$ cat config.mk
export PLATFORM = sky130hd
export DESIGN_NAME = cmd_uart_responder
export DESIGN_NICKNAME = d
export VERILOG_FILES = /design/src/rtl/cmd_uart_pkg.sv /design/src/rtl/uart_tx.sv /design/src/rtl/cmd_uart_responder.sv
export SDC_FILE = /design/constraint.sdc
export NUM_CORES = 1
export LEC_CHECK = 0
export ABC_AREA = 1
export BUFFER_PORTS_ARGS = -buffer_cell sky130_fd_sc_hd__buf_2
export CORE_UTILIZATION = 30
export CTS_CLUSTER_SIZE = 12
export DETAILED_ROUTE_END_ITERATION = 6
export PLACE_DENSITY = 0.44
export REMOVE_ABC_BUFFERS = 1
export SETUP_SLACK_MARGIN = 0.4
export SKIP_LAST_GASP = 1
export SYNTH_ARGS = -nofsm -noshare
export SYNTH_HDL_FRONTEND = slang
export SYNTH_SLANG_ARGS = --single-unit
$ cat constraint.sdc
create_clock -name clk -period 1.36 [get_ports clk]
set_input_delay 0.204 -clock clk [delete_from_list [all_inputs] [get_ports clk]]
set_output_delay 0.204 -clock clk [all_outputs]
set_load 0.02 [all_outputs]
$ cat src/rtl/cmd_uart_pkg.sv
`default_nettype none
// ============================================================================
//  Module   : cmd_uart_pkg
//  Brief    : Shared constants for the remote command UART link: response
//             codes, accepted opcode nibbles and byte-FSM state encoding.
//  Revision : 1.0 - initial release
// ============================================================================
package cmd_uart_pkg;

    // Response bytes
    localparam logic [7:0] c_ack = 8'hA5;
    localparam logic [7:0] c_nak = 8'h5A;

    // Opcode nibbles (cmd[15:12]) accepted when opcode filtering is built in
    localparam logic [3:0] c_op_a = 4'h2;
    localparam logic [3:0] c_op_b = 4'h3;
    localparam logic [3:0] c_op_c = 4'h4;

    // Byte-FSM states: which half of the command the next byte fills
    localparam logic [0:0] c_st_high = 1'b0;
    localparam logic [0:0] c_st_low  = 1'b1;

    // True when the opcode nibble belongs to the accepted set
    function automatic logic opcode_valid(input logic [3:0] op);
        return (op == c_op_a) || (op == c_op_b) || (op == c_op_c);
    endfunction

endpackage
`default_nettype wire

$ cat src/rtl/uart_tx.sv
`default_nettype none
// ============================================================================
//  Module   : uart_tx
//  Brief    : 8N1 UART transmitter. A start request while idle latches the
//             byte into a 10-bit frame register whose LSB drives the line
//             directly, so the serial output is registered. Requests while
//             busy are ignored. o_done is sticky until the next accepted
//             request.
//  Revision : 1.0 - initial release
// ============================================================================
module uart_tx #(
    parameter int BAUD_DIV = 2604
) (
    input  logic       clk,
    input  logic       rst,
    input  logic       i_start,
    input  logic [7:0] i_data,
    output logic       o_tx,
    output logic       o_done
);

    localparam int c_cnt_w = (BAUD_DIV > 1) ? $clog2(BAUD_DIV) : 1;
    localparam logic [c_cnt_w-1:0] c_baud_last = c_cnt_w'(BAUD_DIV - 1);

    logic [9:0]         r_shift;
    logic [c_cnt_w-1:0] r_baud_cnt;
    logic [3:0]         r_bit_cnt;
    logic               r_busy;
    logic               r_done;

    // Frame sequencing: accept, shift one bit per baud period, finish after stop
    always_ff @(posedge clk) begin
        if (rst) begin
            r_shift    <= '1;
            r_baud_cnt <= '0;
            r_bit_cnt  <= '0;
            r_busy     <= 1'b0;
            r_done     <= 1'b0;
        end else if (!r_busy) begin
            if (i_start) begin
                // {stop, data LSB..MSB, start}; start bit appears next cycle
                r_shift    <= {1'b1, i_data, 1'b0};
                r_baud_cnt <= '0;
                r_bit_cnt  <= '0;
                r_busy     <= 1'b1;
                r_done     <= 1'b0;
            end
        end else if (r_baud_cnt == c_baud_last) begin
            r_baud_cnt <= '0;
            if (r_bit_cnt == 4'd9) begin
                // Stop bit complete; frame register already holds all ones
                r_bit_cnt <= '0;
                r_busy    <= 1'b0;
                r_done    <= 1'b1;
            end else begin
                r_bit_cnt <= r_bit_cnt + 4'd1;
                r_shift   <= {1'b1, r_shift[9:1]};
            end
        end else begin
            r_baud_cnt <= r_baud_cnt + 1'b1;
        end
    end

    assign o_tx   = r_shift[0];
    assign o_done = r_done;

endmodule
`default_nettype wire

$ cat src/rtl/cmd_uart_responder.sv
`default_nettype none
// ============================================================================
//  Module   : cmd_uart_responder
//  Brief    : Receives a 16-bit command as two 8N1 bytes (high byte first),
//             hands it to the command processor with a cmd_rdy/clr_cmd_rdy
//             handshake and transmits a one-byte response on trmt.
//             Optional build macro OPCODE_FILTER_EN: commands whose opcode
//             nibble is not 2, 3 or 4 are dropped and a NAK (0x5A) is sent
//             automatically when the transmitter is idle.
//  Revision : 1.0 - initial release
// ============================================================================
module cmd_uart_responder
    import cmd_uart_pkg::*;
#(
    parameter int BAUD_DIV = 2604
) (
    input  logic        clk,
    input  logic        rst,
    input  logic        RX,
    output logic        TX,
    output logic [15:0] cmd,
    output logic        cmd_rdy,
    input  logic        clr_cmd_rdy,
    input  logic [7:0]  resp,
    input  logic        trmt,
    output logic        tx_done,
    output logic        rx_err
);

    localparam int c_cnt_w = (BAUD_DIV > 1) ? $clog2(BAUD_DIV) : 1;
    localparam logic [c_cnt_w-1:0] c_baud_last = c_cnt_w'(BAUD_DIV - 1);
    localparam logic [c_cnt_w-1:0] c_baud_mid  = c_cnt_w'(BAUD_DIV / 2);

    // ------------------------------------------------------------------
    // Receive path
    // ------------------------------------------------------------------
    logic               r_rx_meta;
    logic               r_rx_sync;
    logic               r_rx_prev;
    logic               r_rx_busy;
    logic [c_cnt_w-1:0] r_rx_baud;
    logic [3:0]         r_rx_bit;
    logic [7:0]         r_rx_shift;

    logic               w_rx_start;
    logic               w_rx_sample;
    logic               w_stop_sample;
    logic               w_byte_good;
    logic               w_byte_bad;

    // Two-flop synchronizer plus one history flop for falling-edge detection
    always_ff @(posedge clk) begin
        if (rst) begin
            r_rx_meta <= 1'b1;
            r_rx_sync <= 1'b1;
            r_rx_prev <= 1'b1;
        end else begin
            r_rx_meta <= RX;
            r_rx_sync <= r_rx_meta;
            r_rx_prev <= r_rx_sync;
        end
    end

    assign w_rx_start    = !r_rx_busy && r_rx_prev && !r_rx_sync;
    assign w_rx_sample   = r_rx_busy && (r_rx_baud == c_baud_mid);
    assign w_stop_sample = w_rx_sample && (r_rx_bit == 4'd9);
    assign w_byte_good   = w_stop_sample && r_rx_sync;
    assign w_byte_bad    = w_stop_sample && !r_rx_sync;

    // Bit receiver: bit 0 is the start bit, 1..8 data LSB first, 9 the stop;
    // it goes idle at the stop-bit sample so the next start edge is caught
    always_ff @(posedge clk) begin
        if (rst) begin
            r_rx_busy  <= 1'b0;
            r_rx_baud  <= '0;
            r_rx_bit   <= '0;
            r_rx_shift <= '0;
        end else if (w_rx_start) begin
            r_rx_busy <= 1'b1;
            r_rx_baud <= '0;
            r_rx_bit  <= '0;
        end else if (r_rx_busy) begin
            if (w_stop_sample) begin
                r_rx_busy <= 1'b0;
                r_rx_baud <= '0;
                r_rx_bit  <= '0;
            end else begin
                if (r_rx_baud == c_baud_last) begin
                    r_rx_baud <= '0;
                    r_rx_bit  <= r_rx_bit + 4'd1;
                end else begin
                    r_rx_baud <= r_rx_baud + 1'b1;
                end
                if (w_rx_sample && (r_rx_bit != 4'd0)) begin
                    r_rx_shift <= {r_rx_sync, r_rx_shift[7:1]};
                end
            end
        end
    end

    // ------------------------------------------------------------------
    // Byte FSM and command register
    // ------------------------------------------------------------------
    logic [0:0]  r_state;
    logic [15:0] r_cmd;
    logic        r_cmd_rdy;
    logic        r_rx_err;

    logic        w_cmd_done;
    logic        w_op_ok;
    logic        w_accept;
    logic        w_tx_start;
    logic [7:0]  w_tx_data;

    assign w_cmd_done = w_byte_good && (r_state == c_st_low);
    assign w_accept   = w_cmd_done && w_op_ok;

`ifdef OPCODE_FILTER_EN
    logic w_nak_req;
    assign w_op_ok    = opcode_valid(r_cmd[15:12]);
    assign w_nak_req  = w_cmd_done && !w_op_ok;
    // An autonomous NAK takes the transmitter ahead of an external trmt
    assign w_tx_start = trmt || w_nak_req;
    assign w_tx_data  = w_nak_req ? c_nak : resp;
`else
    assign w_op_ok    = 1'b1;
    assign w_tx_start = trmt;
    assign w_tx_data  = resp;
`endif

    // Assemble high then low byte; a framing error restarts at the high byte
    always_ff @(posedge clk) begin
        if (rst) begin
            r_state   <= c_st_high;
            r_cmd     <= '0;
            r_cmd_rdy <= 1'b0;
            r_rx_err  <= 1'b0;
        end else begin
            r_rx_err <= w_byte_bad;
            if (w_byte_bad) begin
                r_state <= c_st_high;
            end else if (w_byte_good) begin
                if (r_state == c_st_high) begin
                    r_cmd[15:8] <= r_rx_shift;
                    r_state     <= c_st_low;
                end else begin
                    r_state <= c_st_high;
                    if (w_accept) begin
                        r_cmd[7:0] <= r_rx_shift;
                    end
                end
            end
            // A new start bit in HIGH means the previous command is superseded
            if (w_accept) begin
                r_cmd_rdy <= 1'b1;
            end else if (clr_cmd_rdy || (w_rx_start && (r_state == c_st_high))) begin
                r_cmd_rdy <= 1'b0;
            end
        end
    end

    assign cmd     = r_cmd;
    assign cmd_rdy = r_cmd_rdy;
    assign rx_err  = r_rx_err;

    // ------------------------------------------------------------------
    // Transmit path
    // ------------------------------------------------------------------
    uart_tx #(
        .BAUD_DIV (BAUD_DIV)
    ) u_uart_tx (
        .clk     (clk),
        .rst     (rst),
        .i_start (w_tx_start),
        .i_data  (w_tx_data),
        .o_tx    (TX),
        .o_done  (tx_done)
    );

endmodule
`default_nettype wire

# Word-level counts from Yosys, hierarchy flattened

Cells that the tools add are included.

Magnitude comparators: 0
Reductions and logical operators: 25
Equality and inequality tests: 8
Shift operators: 0
Divide/modulo/power cells: 0
Mux-type cells: 29
Bitwise operators: 4
$add $sub $neg: 4
Multipliers: 0

Operators with widths:

| cell                                                  | number |
|---|---|
| two-way mux 12 bit                                    | 5 |
| two-way mux 10 bit                                    | 4 |
| adder 12 x 1 -> 12 bit, second input constant         | 2 |
| equality test 12 bit, second input constant           | 2 |
| two-way mux 4 bit                                     | 6 |
| two-way mux 1 bit                                     | 14 |
| equality test 12 x 11 -> 1 bit, second input constant | 1 |
| logical AND 1 bit                                     | 9 |
| AND reduction 3 bit                                   | 3 |
| adder 4 x 1 -> 4 bit, second input constant           | 2 |
| equality test 4 bit, second input constant            | 2 |
| AND reduction 4 bit                                   | 2 |
| inequality test 2 bit, second input constant          | 3 |
| nonzero test 2 bit                                    | 3 |
| NOT 1 bit                                             | 4 |
| AND reduction 2 bit                                   | 2 |
| nonzero test 4 bit                                    | 1 |
| OR reduction 2 bit                                    | 2 |
| logical NOT 1 bit                                     | 2 |
| logical OR 1 bit                                      | 1 |

Register bits after elaboration: 75
Memories: 0
ROM bits: 0
Bits in writable memories: 0
Latch bits: 0
Output and inout bits: 20

# Depth between registers and ports, before layout

Word-level depth: 7
Depth in mapped cells: 11
Gate-level depth less buffers: 11

# Hierarchy

Synthesis repeated with hierarchy kept, for this count alone.

Cell total of the unflattened synthesis: 527
Area, all modules: 3642.2 um2

By module, submodules not included:

| module             | cells an instance | area an instance (um2) | seq. area each (um2) | instances |
|---|---|---|---|---|
| cmd_uart_responder | 289               | 2114.5                 | 940.9                | 1 |
| uart_tx            | 238               | 1527.7                 | 540.5                | 1 |

# Worst setup path before layout

Ideal clock, no wire load.

Path type: register to register
Start: register u_uart_tx.r_baud_cnt[1]
End: register u_uart_tx.r_shift[0]
Setup slack: -0.077 ns
Library setup time: 0.130 ns
Cell stages (with the launch flop): 8
Path buffers: 0
Arrival: 1.307 ns
Data required time: 1.230 ns
Path through: dfxtp_1 ha_1 nand3_1 nand3b_1 nand2_1 nand3_1 nand2_1 nand3_1

Cells in the longest elaborated chain, start to end: 3

RTL lines:

| what                                   | line          | text |
|---|---|---|
| start, declared                        | uart_tx.sv:26 | `logic [c_cnt_w-1:0] r_baud_cnt;` |
| start signal, assigned                 | uart_tx.sv:60 | `r_baud_cnt <= r_baud_cnt + 1'b1;` |
| equality test 12 bit                   | uart_tx.sv:48 | `end else if (r_baud_cnt == c_baud_last) begin` |
| inequality test 2 bit (no source line) | -             |  |
| AND reduction 3 bit (no source line)   | -             |  |
| end signal, assigned                   | uart_tx.sv:42 | `r_shift <= {1'b1, i_data, 1'b0};` |
| end signal, assigned                   | uart_tx.sv:57 | `r_shift <= {1'b1, r_shift[9:1]};` |
| end, declared                          | uart_tx.sv:25 | `logic [9:0] r_shift;` |

No other way between the ends.
A chain may end at the register's enable or synchronous reset.

# Final worst setup path

Start: register r_rx_baud[10]
End: register r_rx_baud[2]

Cells in the longest elaborated chain, start to end: 4
Elaborated cells between the ends (all ways): 6
Classes of those cells: 2 x eq/ne; 2 x mux; 2 x reduce/logical

RTL lines:

| what                           | line                     | text |
|---|---|---|
| start, declared                | cmd_uart_responder.sv:41 | `logic [c_cnt_w-1:0] r_rx_baud;` |
| start signal, assigned         | cmd_uart_responder.sv:92 | `r_rx_baud <= r_rx_baud + 1'b1;` |
| equality test 12 x 11 -> 1 bit | cmd_uart_responder.sv:65 | `assign w_rx_sample = r_rx_busy && (r_rx_baud == c_baud_mid);` |
| logical AND 1 bit              | cmd_uart_responder.sv:65 |  |
| logical AND 1 bit              | cmd_uart_responder.sv:66 | `assign w_stop_sample = w_rx_sample && (r_rx_bit == 4'd9);` |
| two-way mux 12 bit *           | cmd_uart_responder.sv:83 | `if (w_stop_sample) begin` |

Mark *: on every way between the ends. The rest lies on a longest branch, timed or not.

==> results.cfg <==
[outcome]
status = complete, but fails checks
failed_checks = setup timing

[clock_network]
hold_buffers = 0
clk_latency_ns = 0.34
cts-root-buf = clkbuf_16
cts_tree = built
cts_max_level = 3
cts_made_buffers = 9
clk_path_buf_depth = 2
clk_pin_slew_ns = 0.06
cts_sinks = 74

[cells_and_area]
drive_gt1_frac = 0.480
nFillCells = 1289
multiInputGateArea_um2 = 2660
design_area_um2 = 6160
area_growth_pct = 58.4
nets = 732
diodes = 0
regArea_um2 = 1540

[yosys]
synth_ff_type = dfxtp_1
yosysTopAreaCell = dfxtp_1
ys_seq_area_frac = 0.381
synth.top_cell.area_share = 0.381
netlist_top_cells_count = nand2_1, nor2_1, dfxtp_1
synth_seq_cells = 74
synth_cell_types = 38
syn_inst = 570
synth_area_leaders = dfxtp_1, nand2_1, nor2_1
synthMostInstantiatedCell = nand2_1
synth.cell_area_um2 = 3890
synth-edff-count = 0
async_flop_share = 0
yosysWarningCount = 0
avgSynthCellArea_um2 = 6.82

[pwr]
p_per_area_nw_per_um2 = 807
switching_share = 0.262
p_int_w = 0.00367
p_switching_w = 0.00130
cellLeakagePower_nw = 2.56
combPwrFrac = 0.106
pwr-share-clk = 0.441
ir_drop_v = 0.000481
seqPwrFrac = 0.453

[timing]
max_freq_ghz = 0.673
min_period_over_period = 1.09
grt_setup_unrepaired = yes
tightest_slew_ns = 0.415
hold_viol_final = 0
slew_viol_final = 0
max_slew_margin = 0.723
skew_ns = 0.00538
hold_ws_ns = 0.107
fin_ws_ns = -0.125
layout_min_cycle_time_ns = 1.48
setup_viol = 49

[route]
vias = 4139
antenna_left = 0
vias_per_cell = 4.66
first_pass_iters = 4
drc = 0
wirelength_mm = 11.3
route.detailed.wl_per_inst_um = 12.8
drt_iter0_drc = 279

[worst_hold_path]
hold_class = input pin to register

[worst_setup_path]
crit_end = r_rx_baud[2]
rr_worst_depth = 9
cp-start-kind = register
r2r_end = r_rx_baud[2]
cp.arrival_ns = 1.71
critPathKind = register to register
worstReg2RegStart = r_rx_baud[10]
worstPathRequired_ns = 1.59
end_kind = register
crit_path_max_fanout = 7
r2r_setup_slack_ns = -0.12
worstSetupStartpoint = r_rx_baud[10]

[placed_design]
io_buffers = 32
hpwlAfterDp_mm = 7.67
place_area_um2 = 4840
place.gp.congestion = 0.822

[flow_run]
cap_viol_max_count = 0

[die]
fp.dieW_um = 116
die_h_um = 116
core-area_um2 = 12600
ioPinCount = 33
dieArea_um2 = 13400
initial_core_util = 0.308
rows = 41

[global_routing]
grt_usage = 0.175
antenna_found_initial = 0
grt_max_degree = 41
grt_pass1_wl_mm = 18.4
grt_pass1_vias = 3961
grt_remaining_overflow = 0
## cell families (layout without fill, tap and decap cells)
kind of cell / Yosys count / count (layout) / share of synthesized area
buf+inv: 75 / 218 / 0.0859
flops: 74 / 74 / 0.381
fa+ha+maj: 8 / 8 / 0.0257
xor+xnor: 5 / 5 / 0.0113
simple gates: 370 / 373 / 0.443
compound gates: 38 / 38 / 0.0528
## layout make-up
| type | count | area share |
|---|---|---|
| Clock buffer | 9 | 0.0366 |
| Multi-Input combinational cell | 424 | 0.432 |
| Sequential cell | 74 | 0.249 |
| Timing Repair Buffer | 147 | 0.204 |
| Inverter | 55 | 0.0354 |
| Clock inverter | 7 | 0.00752 |
| Tap cell | 172 | 0.0349 |
## through the flow
step                 util  total power [W]  setup slack, ns  setup TNS [ns]  instances
finish              0.488          0.00497           -0.125           -3.29        888
global route        0.488          0.00521           -0.214           -8.92        888
CTS                 0.465          0.00498          -0.0953           -2.63        880
detailed placement  0.383          0.00269           -0.230           -6.37        846
global placement    0.383          0.00269           -0.202           -5.61        846
floorplan               -          0.00250           -0.370          -12.39        550
## power groups by stage
stage	Combinational [W]	Sequential [W]	Clock [W]
finish	0.000526	0.00225	0.00219
detailed placement	0.000399	0.00229	0
floorplan	0.000190	0.00231	0
global route	0.000585	0.00226	0.00237
CTS	0.000475	0.00225	0.00226
global placement	0.000398	0.00229	0
## critical path, stage by stage, from the launching register on
cell	delay [ns]
dfxtp_1	0.31
buf_4	0.14
inv_1	0.08
nand2_1	0.06
nor2_1	0.18
nand3b_1	0.21
nand2_4	0.15
nand2_8	0.08
nand2_8	0.11
nor2_1	0.04
## timing repair
action,in CTS,in global routing
setup buffers,15,8
pin swaps,54,45
cloned,3,0
setup endpoints to repair,91,91
resized for setup,186,64
## worst min-delay path by stage
| stage | from | to | slack, ns | cells after the start |
|---|---|---|---|---|
| floorplan | rst | cmd_rdy | 0.27 | 1 |
| global placement | r_rx_meta | r_rx_sync | 0.40 | 1 |
| detailed placement | r_rx_meta | r_rx_sync | 0.40 | 1 |
| CTS | RX | r_rx_meta | 0.09 | 2 |
| global route | RX | r_rx_meta | 0.1 | 2 |
| finish | RX | r_rx_meta | 0.11 | 2 |
## metal layers
layer | share of wire | track usage | vias up | wire length, µm
li1 | - | - | 2139 | -
met1 | 0.45 | 0.216 | 1937 | 5120
met2 | 0.51 | 0.308 | 52 | 5790
met3 | 0.025 | 0.0335 | 11 | 281
met4 | 0.012 | 0.0538 | 0 | 141
met5 | 0 | 0 | - | 0
## state kept, by name, summed over array words and instances (netlist names), 4 cells and up
name                  flops
cmd                      16
r_rx_baud                12
r_rx_bit                  4
r_rx_shift                8
u_uart_tx.r_baud_cnt     12
u_uart_tx.r_bit_cnt       4
u_uart_tx.r_shift         9
## placed cells by master (no fill, tap or decap), drive strengths merged
| cell | instances |
|---|---|
| nor3b | 1 |
| nor3 | 7 |
| nand3b | 3 |
| o21ai | 10 |
| clkbuf | 9 |
| buf | 147 |
| o31ai | 1 |
| o21bai | 1 |
| clkinv | 5 |
| inv | 51 |
| xnor2 | 2 |
| o211ai | 1 |
| and2 | 1 |
| clkinvlp | 6 |
| nor4 | 1 |
| nand2 | 157 |
| nand3 | 61 |
| nand4 | 39 |
| a21oi | 25 |
| dfxtp | 74 |
| or2 | 3 |
| ha | 8 |
| nor2 | 100 |
| xor2 | 3 |
Note: power is estimated with default switching activity, not from simulation.
